### config.mk
export PLATFORM = sky130hd
export DESIGN_NAME = uart_tx_arbiter
export DESIGN_NICKNAME = d
export VERILOG_FILES = /design/src/rtl/uart_tx_arbiter.sv
export SDC_FILE = /design/constraint.sdc
export NUM_CORES = 1
export LEC_CHECK = 0
export BUFFER_PORTS_ARGS = -buffer_cell sky130_fd_sc_hd__buf_2
export CAP_MARGIN = 20
export CORE_MARGIN = 1
export CORE_UTILIZATION = 57
export CTS_CLUSTER_DIAMETER = 200
export DETAILED_ROUTE_END_ITERATION = 8
export GPL_TIMING_DRIVEN = 0
export PLACE_DENSITY_LB_ADDON = 0.25
export SKIP_CTS_REPAIR_TIMING = 1
export SYNTH_ARGS = -nofsm -noshare
export SYNTH_HDL_FRONTEND = slang
export SYNTH_SLANG_ARGS = --single-unit
### constraint.sdc
create_clock -name clk -period 2.6 [get_ports clk]
set_clock_uncertainty 0.05 [all_clocks]
set_input_delay 0.26 -clock clk [delete_from_list [all_inputs] [get_ports clk]]
set_output_delay 0.26 -clock clk [all_outputs]
set_load 0.05 [all_outputs]
### src/rtl/uart_tx_arbiter.sv
// Round-robin arbiter sharing one UART transmitter between NUM_PORTS byte sources.
// A packet (bytes up to and including last) keeps the grant unless its source stalls too long.
module uart_tx_arbiter #(
  parameter int          NUM_PORTS    = 4,
  parameter int unsigned LOCK_TIMEOUT = 1000000
) (
  input  logic                         clk,
  input  logic                         reset,
  input  logic [NUM_PORTS-1:0]         req_valid,
  input  logic [8*NUM_PORTS-1:0]       req_data,
  input  logic [NUM_PORTS-1:0]         req_last,
  output logic [NUM_PORTS-1:0]         req_ready,
  output logic [7:0]                   tx_data,
  output logic                         tx_ok,
  input  logic                         tx_busy,
  output logic [$clog2(NUM_PORTS)-1:0] grant_id,
  output logic                         locked
);

  localparam int              IDW       = $clog2(NUM_PORTS);
  localparam logic [IDW-1:0]  LAST_PORT = IDW'(NUM_PORTS - 1);
  localparam logic [31:0]     TO_LAST   = (LOCK_TIMEOUT > 0) ? 32'(LOCK_TIMEOUT - 1) : 32'd0;

  typedef enum logic [1:0] {
    IDLE,
    ISSUE,
    WAIT_BUSY,
    WAIT_DONE
  } state_t;

  state_t         state;
  logic [IDW-1:0] rr_ptr;
  logic [31:0]    idle_cnt;

  logic [IDW:0]   rr_result;
  logic           win_found;
  logic [IDW-1:0] win_id;
  logic [7:0]     win_byte;
  logic           win_last;
  logic           accept;
  logic           stall;

  // Returns {found, id}: first valid port after ptr, wrapping; reverse scan so the nearest wins.
  function automatic logic [IDW:0] rr_pick(input logic [NUM_PORTS-1:0] valid,
                                           input logic [IDW-1:0]       ptr);
    logic [IDW:0]   res;
    logic [IDW-1:0] idx;
    res = '0;
    for (int k = NUM_PORTS; k >= 1; k--) begin
      idx = IDW'((int'(ptr) + k) % NUM_PORTS);
      if (valid[idx]) res = {1'b1, idx};
    end
    return res;
  endfunction

  // Saturating so a never-expiring lock cannot wrap the counter.
  function automatic logic [31:0] sat_inc(input logic [31:0] value);
    return (value == 32'hFFFF_FFFF) ? value : value + 32'd1;
  endfunction

  always_comb begin
    rr_result = rr_pick(req_valid, rr_ptr);
    if (locked) begin
      win_found = req_valid[grant_id];
      win_id    = grant_id;
    end else begin
      win_found = rr_result[IDW];
      win_id    = rr_result[IDW-1:0];
    end
    win_byte = '0;
    win_last = 1'b0;
    for (int i = 0; i < NUM_PORTS; i++) begin
      if (win_id == IDW'(i)) begin
        win_byte = req_data[8*i +: 8];
        win_last = req_last[i];
      end
    end
  end

  assign accept = (state == IDLE) && win_found && !reset;
  assign stall  = (state == IDLE) && locked && !req_valid[grant_id];

  always_comb begin
    req_ready = '0;
    if (accept) req_ready[win_id] = 1'b1;
  end

  // The start strobe must react to tx_busy in the same cycle to keep the one-cycle latency.
  assign tx_ok = (state == ISSUE) && !tx_busy && !reset;

  always_ff @(posedge clk) begin
    if (reset) begin
      state    <= IDLE;
      tx_data  <= '0;
      grant_id <= '0;
      locked   <= 1'b0;
      rr_ptr   <= LAST_PORT;
      idle_cnt <= '0;
    end else begin
      if (!locked) idle_cnt <= '0;
      case (state)
        IDLE: begin
          if (accept) begin
            tx_data  <= win_byte;
            grant_id <= win_id;
            rr_ptr   <= win_id;
            locked   <= !win_last;
            idle_cnt <= '0;
            state    <= ISSUE;
          end else if (stall) begin
            if (LOCK_TIMEOUT != 0 && idle_cnt == TO_LAST) begin
              locked   <= 1'b0;
              idle_cnt <= '0;
            end else begin
              idle_cnt <= sat_inc(idle_cnt);
            end
          end
        end
        ISSUE: begin
          if (!tx_busy) state <= WAIT_BUSY;
        end
        WAIT_BUSY: begin
          if (tx_busy) state <= WAIT_DONE;
        end
        WAIT_DONE: begin
          if (!tx_busy) state <= IDLE;
        end
        default: state <= IDLE;
      endcase
    end
  end

endmodule
# Word-level counts from Yosys, hierarchy flattened
# Index checks and enable logic that the tools add are counted.
# word_totals
regBits	47
output_inout_bits	16
wordCells	90
# classes
addsub	5
order_cmp	7
eq_ne	13
n_mux	41
n_reduce_logical	18
# ops
cell	count
32-bit 2-to-1 mux	6
32-bit by 1-bit adder with 32-bit output (second input constant)	1
32-bit by 20-bit equality test with 1-bit output (second input constant)	1
32-bit equality test (second input constant)	1
8-bit 2-to-1 mux	4
2-bit by 3-bit less-than comparator with 1-bit output (second input constant)	6
1-bit 2-to-1 mux	14
3-bit 2-to-1 mux	4
1-bit binary-select mux with 2-bit select	5
2-bit 2-to-1 mux	5
2-bit equality test (second input constant)	4
2-bit inequality test (second input constant)	4
2-bit one-hot mux with 4 select lines	1
1-bit logical AND	7
5-bit inequality test (second input constant)	1
2-bit by 1-bit adder with 2-bit output (second input constant)	2
2-bit adder (second input constant)	2
2-bit by 1-bit equality test with 1-bit output (second input constant)	2
1-bit zero test	4
2-bit zero test	2
4-bit 2-to-1 mux	1
4-bit AND reduction	1
2-bit nonzero test	2
3-bit AND reduction	1
other kinds (3)	3

# Longest topological paths before layout
# logic_depth
ltp_word	15
depth_mapped	11

# Worst setup path before layout
# Ideal clock, no wire load.
# synth_timing
path_kind	reg-to-output
start	register locked
end	output port req_ready[2]
arrival_ps	2418
t_required_ps	2290
slack_ps	-128
stages_incl_launch_ff	8
n_path_buf	2
cell_sequence	dfxtp_1 -> clkbuf_1 -> nor2_1 -> o221ai_1 -> o311ai_2 -> buf_2 -> nand2b_1 -> nor2_1
# synth_between
elab_chain_len	6
word_cells_on_any_way	10
# synth_rtl
element	line_no	rtl
start: declaration	17	output logic locked
start signal: assignment	107	locked <= !win_last;
2-bit 2-to-1 mux	63	if (locked) begin
2-bit by 3-bit less-than comparator with 1-bit output (implied by the code) or 2-bit by 1-bit greater-or-equal comparator with 1-bit output (tied branches)	85	if (accept) req_ready[win_id] = 1'b1;
1-bit logical AND (implied by the code)	85	
1-bit 2-to-1 mux (implied by the code)	85	
1-bit demux with 2-bit select	85	
4-bit 2-to-1 mux (*)	85	
end: declaration	12	output logic [NUM_PORTS-1:0] req_ready,
# Mark *: on every way between the ends. The rest lies on a longest branch, timed or not.

# Final worst setup path
# layout_timing
start	register idle_cnt[25]
end	register idle_cnt[29]
# layout_between
elab_chain_len	6
word_cells_on_any_way	9
# layout_rtl
element	line_no	rtl
start: declaration	33	logic [31:0] idle_cnt;
start signal: assignment	115	idle_cnt <= sat_inc(idle_cnt);
32-bit by 1-bit adder with 32-bit output	58	return (value == 32'hFFFF_FFFF) ? value : value + 32'd1;
32-bit 2-to-1 mux	58	
32-bit 2-to-1 mux	111	if (LOCK_TIMEOUT != 0 && idle_cnt == TO_LAST) begin
32-bit 2-to-1 mux	110	end else if (stall) begin
32-bit 2-to-1 mux	103	if (accept) begin
32-bit 2-to-1 mux	101	case (state)
# Several ways; a longest one is shown, not always the timed one. The select of a mux whose other input is x is not followed.
# A chain may end at the register's enable or synchronous reset.

==> out/results.ini <==
[timing]
timing.final.crit_share=0.963
worst_slew_pin_slew_ns=0.657
finalSetupViolCount=0
hold_viol=0
setup_slack_ns=0.0967
slew_headroom=0.562
fin_crit_ns=2.50
maxSlewViolCount=0
clock.fmax_mhz=399

[place]
io_buffers=58
placed_cell_area_mm2=0.00368
dp_hpwl_mm=7.02
pre_cts_ws_ns=-0.0346
gp_congestion=1.00

[yosys]
avgSynthCellArea_um2=7.81
synthTopCellsByArea=dfxtp_1 29%, mux2i_1 5.5%, nand2_1 5.0%
mappedNetlistNets=471
synth_top_area_share=0.285
yosys.area.top_type=dfxtp_1
yosys_warnings=0
ys_async_sr_fraction=0
synth_cell_types=68
synth_edf_count=0
synth_area_mm2=0.00330
synthCells=422
seq_area_frac_synth=0.285
ys.flop_type=dfxtp_1
yosysMostFrequentCell=dfxtp_1
yosys_register_bits=47
synth_common_cells=47 x dfxtp_1, 44 x nand2_1, 26 x nor2_1

[clock_network]
cts-root-buf=clkbuf_8
clock_latency_ns=0.32
clk_path_buf_depth=2
cts.sink_count=47
cts_made_buffers=5
clkSlewWorstSetupHoldPaths_ns=0.09
htreeDepth=2
cts_tree=yes

[detailed_routing]
routed-via-count=3775
drc=0
drtIter0Drc=391
firstDrtPassIters=5
ant_nets=0
viasPerCell=6.69
avgRoutedWirePerCell_um=17.7
drt_wl_total_mm=9.99

[global_routing]
antenna_found_initial=0
overflow=0
grtUsageTotal=0.322
grt_pass1_wl_mm=15.6
grt_max_degree=14
grt_pass1_vias=3376

[critical_path]
cp-startpoint=idle_cnt[25]
path_max_fanout=10
crit_path_end=idle_cnt[29]
start_kind=flop
r2r_slack_ns=0.1
rr_worst_depth=9
cp_data_required_time_ns=2.73
crit_type=reg -> reg
crit_arrival_ns=2.63
cp-end-kind=flop
rr_startpoint=idle_cnt[25]
worstReg2RegEnd=idle_cnt[29]

[floorplan]
die-area_mm2=0.00609
start_util=0.595
rows=27
core_area_mm2=0.00554
io_pins=59
die_x_um=78.0
die_h_um=78.0

[finish]
fin_nets=540
area_delta_synth_final_pct=17.6
design_area_mm2=0.00388
drive_gt1_frac=0.209
num_antenna_cells=0

[power_and_ir_drop]
p_leak_nw=1.51
peakVddDrop_mv=0.704
p_per_area_mw_per_mm2=770

[worst_hold_path]
hp-class=in -> reg

[flow_run]
maxCapViolCount=0

[run_status]
status=completed

placed cells by master, fill, tap and decap left out, types with 10 or more instances in the layout:
master    instances
a21oi_1          23
buf_2            64
o21ai_0          22
mux2i_1          18
nor4_1           10
clkbuf_1         14
a31oi_1          13
nor3_1           10
nand3_1          22
nor2_1           25
and3_1           10
o22ai_1          13
nand2_1          44
dfxtp_1          46
stage by stage:
stage | util | hold slack [ns] | setup TNS [ns] | instances | power, mW
finish | 0.700 | 0.239 | 0 | 564 | 2.98
global route | 0.700 | 0.270 | -0.0213 | 564 | 3.12
CTS | 0.679 | 0.251 | -0.419 | 560 | 2.89
detailed placement | 0.664 | 0.384 | -0.0631 | 552 | 2.45
global placement | 0.664 | 0.379 | 0 | 552 | 2.43
floorplan | - | 0.422 | 0 | 422 | 2.09
layer usage:
layer	GRT usage	part of all wire
met5	0	0
met2	0.544	0.48
met1	0.407	0.41
met4	0.144	0.030
met3	0.0453	0.083
worst max-delay path, cell delays in order, from the launching register on:
cell     delay (ns)
dfxtp_1        0.30
buf_2          0.15
nor4_1         0.48
nand4_1        0.23
nor4_4         0.25
buf_4          0.20
buf_2          0.30
nor4b_4        0.09
a41oi_1        0.20
o31ai_1        0.10
state kept, by name, summed over array words and instances, names as in the netlist:
name / count
idle_cnt: 32
tx_data: 8
grant_id: 2
rr_ptr: 2
state: 2
locked: 1
worst min path at each step:
stage	from	to	slack [ns]	depth (start not counted)
floorplan	idle_cnt[28]	idle_cnt[28]	0.42	2
global placement	tx_data[7]	tx_data[7]	0.38	1
detailed placement	tx_data[3]	tx_data[3]	0.38	1
CTS	req_last[1]	locked	0.25	4
global route	req_last[1]	locked	0.27	4
finish	req_last[1]	locked	0.24	4
final cells by class:
class	count	area (um2)
inverters	11	41.3
well taps	72	90.1
flip-flops and latches	47	942
clock buffers	7	76.3
fillers	459	1660
multi-input cells	339	2280
plain buffers	25	120
clock inverters	1	5.00
repair buffers	62	323
logic make-up (layout without fill, tap and decap cells):
| family | Yosys count | count (layout) | share of synthesized area |
|---|---|---|---|
| multiplexers | 21 | 21 | 0.0695 |
| adder cells (fa/ha/maj) | 6 | 6 | 0.0228 |
| AND/OR/NAND/NOR | 184 | 184 | 0.312 |
| buffers and inverters | 36 | 106 | 0.0467 |
| AO/OA/AOI/OAI | 123 | 123 | 0.250 |
| flip-flops | 47 | 47 | 0.285 |
| XOR/XNOR | 5 | 5 | 0.0133 |
where the power goes:
group / internal (mW) / leakage, nW / switching [mW]
combinational: 0.553 / 1.08 / 1.07
clock: 0.190 / 0.0422 / 0.263
sequential: 0.814 / 0.382 / 0.0966
Note: power is estimated with default switching activity, not from simulation.
